==> src/rtl/uio_bus_arbiter_if.sv <==
// Bus bundle between the uio pad arbiter and its requesters/pads.
// The master modport is the arbiter's view; slave is the requester/pad side.
interface uio_bus_arbiter_if #(
  parameter int NREQ = 4
);
  logic [NREQ-1:0]   req;
  logic [8*NREQ-1:0] req_out;
  logic [8*NREQ-1:0] req_oe;
  logic [NREQ-1:0]   gnt;
  logic [7:0]        rd_data;
  logic [7:0]        uio_in;
  logic [7:0]        uio_out;
  logic [7:0]        uio_oe;
  logic              busy;

  modport master (
    input  req, req_out, req_oe, uio_in,
    output gnt, rd_data, uio_out, uio_oe, busy
  );

  modport slave (
    output req, req_out, req_oe, uio_in,
    input  gnt, rd_data, uio_out, uio_oe, busy
  );
endinterface

==> src/rtl/uio_bus_arbiter.sv <==
// Round-robin owner arbitration of the 8-bit uio pad bank, with tri-state
// turnaround between owners and a hold limit that preempts long owners.
module uio_bus_arbiter #(
  parameter int NREQ     = 4,
  parameter int TURN_CYC = 1,
  parameter int MAX_HOLD = 16
) (
  input  logic              clk,
  input  logic              rst_n,
  uio_bus_arbiter_if.master bus
);

  localparam int IDXW = $clog2(NREQ);
  localparam int HCW  = $clog2(MAX_HOLD + 1);

  typedef enum logic [1:0] {
    ST_IDLE = 2'b00,
    ST_TURN = 2'b01,
    ST_OWN  = 2'b10
  } state_e;

  state_e            state_q, state_d;
  logic [IDXW-1:0]   sel_q, sel_d;
  logic [IDXW-1:0]   rr_ptr_q, rr_ptr_d;
  logic [1:0]        turn_cnt_q, turn_cnt_d;
  logic [HCW-1:0]    hold_cnt_q, hold_cnt_d;
  logic [NREQ-1:0]   gnt_q, gnt_d;
  logic [7:0]        uio_out_q, uio_out_d;
  logic [7:0]        uio_oe_q, uio_oe_d;
  logic [7:0]        rd_data_q;
  logic              busy_q;

  logic [NREQ-1:0]   sel_oh_s;
  logic              other_req_s;
  logic              exit_s;
  logic [IDXW-1:0]   pick_s;

  // First set request at index >= ptr, wrapping modulo NREQ.
  function automatic logic [IDXW-1:0] rr_pick(input logic [NREQ-1:0] r,
                                             input logic [IDXW-1:0] ptr);
    logic [IDXW:0]   sum;
    logic [IDXW-1:0] idx;
    logic [IDXW-1:0] res;
    logic            found;
    res   = {IDXW{1'b0}};
    found = 1'b0;
    for (int k = 0; k < NREQ; k++) begin
      sum   = {1'b0, ptr} + (IDXW+1)'(k);
      sum   = (sum >= (IDXW+1)'(NREQ)) ? sum - (IDXW+1)'(NREQ) : sum;
      idx   = sum[IDXW-1:0];
      res   = (!found && r[idx]) ? idx : res;
      found = found | r[idx];
    end
    return res;
  endfunction

  // Owner decode, preemption condition and next round-robin candidate.
  always_comb begin
    sel_oh_s    = {{(NREQ-1){1'b0}}, 1'b1} << sel_q;
    other_req_s = |(bus.req & ~sel_oh_s);
    exit_s      = !bus.req[sel_q] ||
                  ((hold_cnt_q >= HCW'(MAX_HOLD - 1)) && other_req_s);
    pick_s      = rr_pick(bus.req, rr_ptr_q);
  end

  // Next-state and registered-output logic.
  always_comb begin
    state_d    = state_q;
    sel_d      = sel_q;
    rr_ptr_d   = rr_ptr_q;
    turn_cnt_d = turn_cnt_q;
    hold_cnt_d = hold_cnt_q;
    gnt_d      = gnt_q;
    uio_out_d  = uio_out_q;
    uio_oe_d   = 8'h00;

    case (state_q)
      ST_IDLE: begin
        gnt_d = {NREQ{1'b0}};
        if (|bus.req) begin
          sel_d      = pick_s;
          turn_cnt_d = 2'(TURN_CYC - 1);
          state_d    = ST_TURN;
        end else begin
          state_d = ST_IDLE;
        end
      end

      ST_TURN: begin
        gnt_d = {NREQ{1'b0}};
        if (!bus.req[sel_q]) begin
          state_d = ST_IDLE;
        end else if (turn_cnt_q == 2'd0) begin
          state_d    = ST_OWN;
          gnt_d      = sel_oh_s;
          hold_cnt_d = {HCW{1'b0}};
          rr_ptr_d   = (sel_q == IDXW'(NREQ - 1)) ? {IDXW{1'b0}} : sel_q + IDXW'(1);
        end else begin
          turn_cnt_d = turn_cnt_q - 2'd1;
        end
      end

      ST_OWN: begin
        uio_out_d = bus.req_out[{sel_q, 3'b000} +: 8];
        if (exit_s) begin
          gnt_d = {NREQ{1'b0}};
          if (|bus.req) begin
            sel_d      = pick_s;
            turn_cnt_d = 2'(TURN_CYC - 1);
            state_d    = ST_TURN;
          end else begin
            state_d = ST_IDLE;
          end
        end else begin
          uio_oe_d   = bus.req_oe[{sel_q, 3'b000} +: 8];
          hold_cnt_d = (hold_cnt_q == HCW'(MAX_HOLD)) ? hold_cnt_q : hold_cnt_q + HCW'(1);
        end
      end

      default: begin
        state_d = ST_IDLE;
        gnt_d   = {NREQ{1'b0}};
      end
    endcase
  end

  // State and output registers; reset tri-states the pads on the next edge.
  always_ff @(posedge clk) begin
    if (!rst_n) begin
      state_q    <= ST_IDLE;
      sel_q      <= {IDXW{1'b0}};
      rr_ptr_q   <= {IDXW{1'b0}};
      turn_cnt_q <= 2'd0;
      hold_cnt_q <= {HCW{1'b0}};
      gnt_q      <= {NREQ{1'b0}};
      uio_out_q  <= 8'h00;
      uio_oe_q   <= 8'h00;
      rd_data_q  <= 8'h00;
      busy_q     <= 1'b0;
    end else begin
      state_q    <= state_d;
      sel_q      <= sel_d;
      rr_ptr_q   <= rr_ptr_d;
      turn_cnt_q <= turn_cnt_d;
      hold_cnt_q <= hold_cnt_d;
      gnt_q      <= gnt_d;
      uio_out_q  <= uio_out_d;
      uio_oe_q   <= uio_oe_d;
      rd_data_q  <= bus.uio_in;
      busy_q     <= (state_d != ST_IDLE);
    end
  end

  assign bus.gnt     = gnt_q;
  assign bus.uio_out = uio_out_q;
  assign bus.uio_oe  = uio_oe_q;
  assign bus.rd_data = rd_data_q;
  assign bus.busy    = busy_q;

endmodule

==> src/flat_wrapper.sv <==
// flat-port wrapper written by rule: the top's interface ports become plain ports
module uio_bus_arbiter_flat 
#(
  parameter int NREQ     = 4,
  parameter int TURN_CYC = 1,
  parameter int MAX_HOLD = 16
)
  (clk, rst_n, bus_req, bus_req_out, bus_req_oe, bus_uio_in, bus_gnt, bus_rd_data, bus_uio_out, bus_uio_oe, bus_busy);
  uio_bus_arbiter_if #(.NREQ(NREQ)) bus_i ();
  input  logic clk;
  input  logic rst_n;
  input wire logic [$bits(bus_i.req)-1:0] bus_req;
  input wire logic [$bits(bus_i.req_out)-1:0] bus_req_out;
  input wire logic [$bits(bus_i.req_oe)-1:0] bus_req_oe;
  input wire logic [$bits(bus_i.uio_in)-1:0] bus_uio_in;
  output wire logic [$bits(bus_i.gnt)-1:0] bus_gnt;
  output wire logic [$bits(bus_i.rd_data)-1:0] bus_rd_data;
  output wire logic [$bits(bus_i.uio_out)-1:0] bus_uio_out;
  output wire logic [$bits(bus_i.uio_oe)-1:0] bus_uio_oe;
  output wire logic [$bits(bus_i.busy)-1:0] bus_busy;
  assign bus_i.req = bus_req;
  assign bus_i.req_out = bus_req_out;
  assign bus_i.req_oe = bus_req_oe;
  assign bus_i.uio_in = bus_uio_in;
  assign bus_gnt = bus_i.gnt;
  assign bus_rd_data = bus_i.rd_data;
  assign bus_uio_out = bus_i.uio_out;
  assign bus_uio_oe = bus_i.uio_oe;
  assign bus_busy = bus_i.busy;
  uio_bus_arbiter #(.NREQ(NREQ), .TURN_CYC(TURN_CYC), .MAX_HOLD(MAX_HOLD)) u_core (.clk(clk), .rst_n(rst_n), .bus(bus_i));
endmodule
==> config.mk <==
export PLATFORM = sky130hd
export DESIGN_NAME = uio_bus_arbiter_flat
export DESIGN_NICKNAME = d
export VERILOG_FILES = /design/src/rtl/uio_bus_arbiter_if.sv /design/src/rtl/uio_bus_arbiter.sv /design/src/flat_wrapper.sv
export SDC_FILE = /design/constraint.sdc
export NUM_CORES = 1
export LEC_CHECK = 0
export ABC_CLOCK_PERIOD_IN_PS = 2800
export BUFFER_PORTS_ARGS = -buffer_cell sky130_fd_sc_hd__buf_2
export CORE_UTILIZATION = 25
export CTS_BUF_LIST = sky130_fd_sc_hd__clkbuf_8
export DETAILED_ROUTE_END_ITERATION = 12
export PLACE_DENSITY = 0.48
export SETUP_SLACK_MARGIN = 0.15
export SLEW_MARGIN = 30
export SYNTH_ARGS = -nofsm -noshare
export SYNTH_HDL_FRONTEND = slang
export SYNTH_SLANG_ARGS = --single-unit
==> constraint.sdc <==
create_clock -name clk -period 2.8 [get_ports clk]
set_input_delay 0.14 -clock clk [delete_from_list [all_inputs] [get_ports clk]]
set_output_delay 0.14 -clock clk [all_outputs]
set_load 0.03 [all_outputs]
======== Word level (Yosys, flattened, before mapping) ========
Index checks and enable logic that the tools add are counted.
Widths: inputs -> output; s select.
operators by class
  bitwise logic cells ..................... 6
  div/mod/pow operators ................... 0
  equality and inequality tests ........... 10
  muxes and demuxes ....................... 41
  reductions and logical operators ........ 22
  multipliers ............................. 0
  add/subtract/negate cells ............... 10
  shift operators ......................... 3
  order comparisons ....................... 10
operators with widths
  kind                 count
  $shiftx 32x6->8      2
  $mux 2               18
  $mux 5               4
  $lt 2x3->1 const B   5
  $mux 4               3
  $pmux 2 s3           2
  $bmux 1 s2           5
  $pmux 5 s2           1
  $sub 2x1->2 const B  5
  $ge 3x3->1 const B   3
  $pmux 4 s2           1
  $reduce_or 4->1      2
  $add 2x2->3 const B  2
  $mux 1               6
  $ne 2x1->1 const B   3
  $ne 2x2->1 const B   3
  $reduce_bool 2->1    3
  $add 5x1->5 const B  1
  $eq 5x5->1 const B   1
  $ge 5x4->1 const B   1
  $reduce_and 5->1     1
  $and 4x4->4          1
  $eq 2x2->1 const B   2
  $logic_and 1x1->1    4
  other kinds (17)     23
word-level totals
  bits in writable memories ............... 0
  bits of input ports ..................... 78
  memories kept ........................... 0
  memory bits (read-only) ................. 0
  word-level logic and storage cells ...... 112
  flip-flop bits (word level) ............. 42
  output and inout bits ................... 29
  latch bits .............................. 0

======== Longest topological paths before layout ========
Gate-level depths: netlist (run 1).
  word-level depth ........................ 13
  mapped depth ............................ 10
  gate-level depth less buffers ........... 7

======== Worst setup path after synthesis (run 1) ========
Ideal clock, no wire load.
  path kind ............................... register -> register
  start ................................... register u_core.sel_q[1]
  end ..................................... register u_core.sel_q[0]
  data arrival time ....................... 2.249 ns
  cell stages (with the launch flop) ...... 10
  required time ........................... 2.713 ns
  setup time .............................. 0.087 ns
  buffers on the path ..................... 2
  setup slack ............................. 0.464 ns
  clock period less this slack ............ 2.336 ns
  cells stage by stage .................... dfxtp_1 -> buf_2 -> buf_1 -> inv_1 -> ha_1 -> nand2b_1 -> o2111a_1 -> o211a_2 -> or4_1 -> o31ai_1
between the ends
  cells in the longest elaborated chain, start to end .. 8
  elaborated cells on any way between the ends .. 11
  classes of those cells .................. eq/ne (1); shift (1); mux (2); bitwise (2); reduce/logical (5)
ends and longest elaborated chain
  what                            RTL line                source
  start: declaration              uio_bus_arbiter.sv:23   logic [IDXW-1:0] sel_q, sel_d;
  start signal: assignment        uio_bus_arbiter.sv:131  sel_q <= {IDXW{1'b0}};
  start signal: assignment        uio_bus_arbiter.sv:142  sel_q <= sel_d;
  $shl 1x2->4                     uio_bus_arbiter.sv:59   sel_oh_s = {{(NREQ-1){1'b0}}, 1'b1} << sel_q;
  $not 4->4                       uio_bus_arbiter.sv:60   other_req_s = |(bus.req & ~sel_oh_s);
  $and 4x4->4                     uio_bus_arbiter.sv:60
  $reduce_or 4->1                 uio_bus_arbiter.sv:60
  $logic_and 1x1->1               uio_bus_arbiter.sv:62   ((hold_cnt_q >= HCW'(MAX_HOLD - 1)) && other_req_s);
  $logic_or 1x1->1 (*)            uio_bus_arbiter.sv:61   exit_s = !bus.req[sel_q] ||
  $ne 2x1->1 (no line) (*)        -
  $reduce_and 2->1 (no line) (*)  -
Mark *: on every way between the ends. The rest lies on a longest branch, timed or not. The select of a mux whose other input is x is not followed.
A chain may end at the register's enable or synchronous reset.

======== Final worst setup path (run 1) ========
  start ................................... register u_core.hold_cnt_q[0]
  end ..................................... register u_core.hold_cnt_q[4]
between the ends
  cells in the longest elaborated chain, start to end .. 5
  elaborated cells on any way between the ends .. 11
  classes of those cells .................. add/sub (1); order compare (1); eq/ne (3); mux (3); reduce/logical (3)
ends and longest elaborated chain
  what                        RTL line                source
  start: declaration          uio_bus_arbiter.sv:26   logic [HCW-1:0] hold_cnt_q, hold_cnt_d;
  start signal: assignment    uio_bus_arbiter.sv:134  hold_cnt_q <= {HCW{1'b0}};
  start signal: assignment    uio_bus_arbiter.sv:145  hold_cnt_q <= hold_cnt_d;
  $ge 5x4->1                  uio_bus_arbiter.sv:62
  $logic_and 1x1->1           uio_bus_arbiter.sv:62
  $logic_or 1x1->1            uio_bus_arbiter.sv:61
  $ne 2x2->1 (no line)        -
  $reduce_and 5->1 (no line)  -
Parallel ways exist; a longest one is shown, timed or not. The select of a mux whose other input is x is not followed.

==> impl_metrics.ini, run 1 <==
[sta]
grt_setup_unrepaired = no
whs_ns = 0.0470
tightest_slew_ns = 0.600
max_slew_margin_pct = 60.0
finClkSkew_ns = 0.00421
setup_viol = 0
fin_setup_tns_ns = 0
fin_crit_ns = 2.13
hold_viol_final = 0
finalCritPeriodShare_pct = 76.2
slew_viol_final = 0
fmax_mhz = 469

[route]
viasPerCell = 4.83
wl_per_cell_microns = 13.6
dr.pass1.iters = 4
drc = 0
vias = 2054
drt_iter0_drc = 76
totalWireLength_microns = 5780
ant_nets = 0

[cts]
clock_latency_ns = 0.29
cts.path.max_buffers = 2
cts_tree = built
clkSlewWorstSetupHoldPaths_ns = 0.08
numCtsBuffers = 5
ctsRootBufferMaster = clkbuf_8
clock_sinks = 42
cts-resized-gates = 0
cts_hold_buffers = 0
htree_num_levels = 2
post_cts_buffers = 0

[finish]
utilization_pct = 34.3
finalNonFillerCells = 425
syn_to_final_growth_pct = 32.9
diodes = 0
drive_above_1_share_pct = 41.6
n_fill_cell = 900
nets = 406

[critical_path]
crit_path_end_kind = flip-flop
path_max_fanout = 9
crit_arrival_ns = 2.34
reg2reg_depth = 7
startpoint = u_core.hold_cnt_q[0]
rr_startpoint = u_core.hold_cnt_q[0]
startpoint_type = flip-flop
critPathKind = flip-flop to flip-flop
worstPathRequired_ns = 3.00

[synthesis]
ys.flop_type = dfxtp_1
synth.cell_area_sq_mm = 0.00225
synth_cell_types = 43
ys_warn_count = 0
ys_ff_latch = 42
synth_nets = 300
synth-edff-count = 0
ys_seq_area_share_pct = 37.4
netlist_instances = 210
async_reset_ff_share_pct = 0
synth.avg_cell_area_sq_um = 10.7

[grt]
grt.total_usage_pct = 12.5
grt_pass1_wl_microns = 9450
antenna_found_initial = 0
grt_max_degree = 36
grt_pass1_vias = 2006
grt_overflow_total = 0

[hold_path]
hold_depth = 2
min_from = bus_uio_in[1]
hold_class = input pin to flip-flop

[placement]
hpwlAfterDp_microns = 4360
port_buffers = 106
gp_congestion = 0.760
place_inst = 417

[power]
power.leakage_nw = 1.38
powerDensity_mw_per_mm2 = 481
ir_drop_mv = 0.193

[floorplanning]
fp-row-count = 34
die_w_microns = 96.9
die_area_sq_mm = 0.00938
coreArea_sq_mm = 0.00872
ios = 107
dieHeight_microns = 96.9
initial_core_util_pct = 25.8

[flow_run]
cap_violations = 0

[outcome]
status = finished, final reports clean
==> per-stage QoR <==
step / instance area [sq um] / setup slack [ns] / power (mW)
finish: 2990 / 0.666 / 1.44
global route: 2990 / 0.471 / 1.53
CTS: 2990 / 0.625 / 1.46
detailed placement: 2900 / 0.648 / 1.05
global placement: 2900 / 0.681 / 1.05
floorplan: 2250 / 0.464 / 0.924
==> registers in the layout (all words and copies together), names as in the netlist <==
register            flops
u_core.bus.rd_data      8
u_core.bus.uio_oe       8
u_core.bus.uio_out      8
u_core.hold_cnt_q       5
u_core.bus.gnt          4
u_core.rr_ptr_q         2
u_core.sel_q            2
u_core.state_q          2
u_core.turn_cnt_q       2
u_core.bus.busy         1
==> routing by layer <==
metal  vias to the layer above  global-route usage, %  wire (microns)
li1                        997                      -               -
met3                         7                   3.97             468
met2                        88                   20.6            2610
met5                         -                      0               0
met4                         0                   4.48              82
met1                       962                   15.4            2620
==> critical path, cell delays in order (launching register included) <==
cell and delay [ns]:
dfxtp_1 0.34, ha_1 0.21, and3_1 0.18, ha_1 0.17
nor3_1 0.30, o21ai_2 0.20, or3_1 0.42, o32ai_1 0.23
==> area by class of cell <==
type | instances | area [sq um] | share of cell area [%]
multi-input cells | 140 | 1290 | 43.3
flip-flops and latches | 42 | 841 | 28.1
repair buffers | 111 | 568 | 19.0
well taps | 108 | 135 | 4.52
clock buffers | 6 | 82.6 | 2.76
inverters | 16 | 60.1 | 2.01
clock inverters | 2 | 8.76 | 0.293
==> synth_stat cells, types with 2 or more instances <==
cell | instances | share of area [%]
or3_1 | 4 | 1.1
o32ai_1 | 2 | 0.78
or4_1 | 4 | 1.3
a32o_1 | 4 | 1.8
o211ai_1 | 2 | 0.67
and3_1 | 9 | 2.5
inv_1 | 16 | 2.7
mux2i_1 | 11 | 4.9
nand2b_1 | 3 | 0.83
buf_2 | 2 | 0.44
mux4_2 | 10 | 10
nand3_1 | 7 | 1.6
mux4_1 | 7 | 8.2
nor3_1 | 2 | 0.44
o21ai_0 | 3 | 0.67
clkbuf_1 | 7 | 1.2
dfxtp_1 | 42 | 37
a21oi_1 | 7 | 1.6
ha_1 | 12 | 6.7
buf_1 | 2 | 0.33
and2_1 | 9 | 2.5
nor2_1 | 13 | 2.2
nand2_1 | 11 | 1.8
o2111ai_1 | 2 | 0.78
==> final timing paths <==
path | slack, ns | to
hold / removal | 0.05 | u_core.bus.rd_data[1]
hold reg to reg | 0.46 | u_core.rr_ptr_q[0]
setup / recovery | 0.67 | u_core.hold_cnt_q[4]
setup reg to reg | 0.67 | u_core.hold_cnt_q[4]
==> cell families (layout without fill, tap and decap cells) <==
kind of cell / after synthesis / after routing / synth area share, %
adder cells (fa/ha/maj): 12 / 12 / 6.67
AND/OR/NAND/NOR: 67 / 67 / 16.5
multiplexers: 28 / 28 / 23.1
AO/OA/AOI/OAI: 33 / 33 / 11.3
flip-flops: 42 / 42 / 37.4
buffers and inverters: 28 / 135 / 5.12
==> power breakdown <==
| group | switching, mW | leakage (nW) | total (mW) | internal [mW] |
|---|---|---|---|---|
| clock network | 0.208 | 0.0524 | 0.404 | 0.196 |
| registers | 0.0181 | 0.342 | 0.647 | 0.629 |
| logic | 0.202 | 0.986 | 0.387 | 0.185 |
==> layout by cell type (no fill, tap or decap), drive strengths merged, types with 2 or more instances in the layout <==
cell type and instances:
a32o 4, nand2b 3, o211a 2, mux4 17, and2 9, buf 111, or4 4, a21oi 7
o2111ai 2, o211ai 2, nand3b 2, o32ai 2, nand2 11, mux2i 11, and3 9, nor2 13
or3 4, dfxtp 42, o21ai 4, nor3 2, ha 12, inv 17, o22ai 2, nand3 7
clkbuf 6
(Power assumes the default switching activity.)
==> inputs of run 2 (changes only) <==
--- a/config.mk
+++ b/config.mk
@@ -5,7 +5,7 @@
 export SDC_FILE = /design/constraint.sdc
 export NUM_CORES = 1
 export LEC_CHECK = 0
-export ABC_CLOCK_PERIOD_IN_PS = 2800
+export ABC_CLOCK_PERIOD_IN_PS = 2000
 export BUFFER_PORTS_ARGS = -buffer_cell sky130_fd_sc_hd__buf_2
 export CORE_UTILIZATION = 25
 export CTS_BUF_LIST = sky130_fd_sc_hd__clkbuf_8
==> constraint.sdc (replaced) <==
create_clock -name clk -period 2 [get_ports clk]
set_input_delay 0.1 -clock clk [delete_from_list [all_inputs] [get_ports clk]]
set_output_delay 0.1 -clock clk [all_outputs]
set_load 0.03 [all_outputs]
==> impl_metrics.ini, run 2 (synthesized netlist as in run 1, its figures left out) <==
[outcome]
status = finished, final reports clean

[finish]
final_common_cell = buf_2
syn_to_final_growth_pct = 51.7
fin_area_sq_mm = 0.00341
diodes = 0
drive_above_1_share_pct = 51.3
layout_common_cells = 106 x buf_2, 36 x dfxtp_1, 17 x buf_4
finalNonFillerCells = 449
nets = 430

[power]
power.leakage_nw = 1.53
powerDensity_mw_per_mm2 = 666
clkPwrFrac_pct = 31.4
p_int_mw = 1.60
pwr-share-comb_pct = 28.6
power_switching_mw = 0.678
ir_drop_mv = 0.292
swShare_pct = 29.8
seqPwrFrac_pct = 40.1

[cts]
cts_tree = built
numCtsBuffers = 5
clkSlewWorstSetupHoldPaths_ns = 0.09
clock_sinks = 42
clock_latency_ns = 0.30
cts.path.max_buffers = 2
ctsRootBufferMaster = clkbuf_8
htree_num_levels = 2

[critical_path]
reg2reg_depth = 6
cp_cell_sequence = mux4_2 -> buf_6 -> and2_4 -> nor2b_4 -> o211ai_1 -> o211ai_1
worstPathRequired_ns = 2.18
startpoint_type = flip-flop
critPathKind = flip-flop to flip-flop
path_max_fanout = 5
rr_startpoint = u_core.sel_q[0]
crit_arrival_ns = 2.03
crit_slowest_cell = mux4_2
cp_slowest_stage_delay_ns = 0.58
rrSetupSlack_ns = 0.14
crit_top_cell = o211ai_1
crit_path_end_kind = flip-flop
r2r_end = u_core.bus.busy

[placement]
port_buffers = 106
placed_area_sq_mm = 0.00302
gp_congestion = 0.776
hpwlAfterDp_microns = 4400
place_inst = 422

[sta]
slew_viol_final = 0
fmax_mhz = 539
fin_crit_ns = 1.86
setup_viol = 0
hold_viol_final = 0
grt_setup_unrepaired = yes
tightest_slew_ns = 0.363
finClkSkew_ns = 0.0105
max_slew_margin_pct = 75.8
finalCritPeriodShare_pct = 92.8
fin_setup_tns_ns = 0

[hold_path]
hold_path_end = u_core.bus.uio_oe[1]
min_from = bus_req_oe[25]
hold_depth = 3
hold_class = input pin to flip-flop

[route]
totalWireLength_microns = 5990
drc = 0
wl_per_cell_microns = 13.3
viasPerCell = 4.66
ant_nets = 0
dr.pass1.iters = 4
vias = 2091
drt_iter0_drc = 63

[floorplanning]
coreArea_sq_mm = 0.00872
ios = 107
fp-row-count = 34
die_w_microns = 96.9
die_area_sq_mm = 0.00938
initial_core_util_pct = 25.8
dieHeight_microns = 96.9

[grt]
grt_pass1_vias = 2174
grt_overflow_total = 0
grt_pass1_wl_microns = 10100
grt_max_degree = 36
grt.total_usage_pct = 13.2
antenna_found_initial = 0

[flow_run]
cap_violations = 0
==> run 2: cell count changes in the layout (fill, tap and decap cells not counted), sizes merged <==
cell         before  now
buf             111  127
inv              17   18
clkbuf            6    5
bufinv            0    1
clkinv            1    0
dlygate4sd3       0    8
==> run 2: routing by layer <==
metal  up-vias  part of all wire (%)  global-route usage, %
met2        78                    48                   23.5
li1       1046                     -                      -
met1       960                    44                   15.3
met4         0                   1.1                   3.56
met5         -                     0                      0
met3         7                   6.4                   3.90
==> run 2: power groups by stage <==
stage	combinational (mW)	sequential [mW]	clock [mW]
2_1_floorplan	0.366	0.973	0
3_3_place_gp	0.565	0.939	0
3_5_place_dp	0.568	0.939	0
4_1_cts	0.613	0.916	0.742
5_1_grt	0.711	0.918	0.772
6_report	0.650	0.911	0.713
==> run 2: layout make-up <==
| type | instances | area [sq um] |
|---|---|---|
| clock buffer | 5 | 68.8 |
| clock inverter | 3 | 47.5 |
| fill | 861 | 5310 |
| inverter | 16 | 72.6 |
| multi-input combinational | 140 | 1450 |
| sequential | 42 | 853 |
| tap | 108 | 135 |
| timing repair buffer | 135 | 783 |
==> run 2: through the flow <==
step / hold slack (ns) / util, % / setup slack (ns) / total power, mW
after detailed placement: 0.309 / 34.7 / -0.00147 / 1.51
after global routing: 0.240 / 39.1 / 0.0721 / 2.40
final: 0.237 / 39.1 / 0.145 / 2.27
after CTS: 0.222 / 38.4 / 0.148 / 2.27
after floorplan: 0.227 / - / 0.0458 / 1.34
after global placement: 0.306 / 34.7 / 0.0320 / 1.50
==> run 2: how the worst max path moves through the flow <==
stage	from	to	slack (ns)	cells after the start
global route	u_core.sel_q[0]	u_core.bus.busy	0.07	6
floorplan	u_core.sel_q[0]	u_core.sel_q[0]	0.05	9
CTS	u_core.sel_q[0]	u_core.hold_cnt_q[1]	0.15	5
finish	u_core.sel_q[0]	u_core.bus.busy	0.14	6
detailed placement	u_core.hold_cnt_q[0]	u_core.hold_cnt_q[4]	-0.001	7
global placement	u_core.hold_cnt_q[0]	u_core.bus.gnt[2]	0.03	9
==> run 2: timing repair <==
item,4_1_cts,5_1_grt
endpoints found under the setup margin,13,20
hold endpoints to repair,8,0
resized for setup,16,11
hold buffers,8,0
pin swaps,7,5
setup buffers,8,3
==> run 2: critical path, delay by kind of cell (launching register included) <==
| family | cells | cell delay [ns] |
|---|---|---|
| multiplexers | 1 | 0.58 |
| flip-flops | 1 | 0.39 |
| AO/OA/AOI/OAI | 2 | 0.31 |
| AND/OR/NAND/NOR | 2 | 0.29 |
| buffers and inverters | 1 | 0.15 |
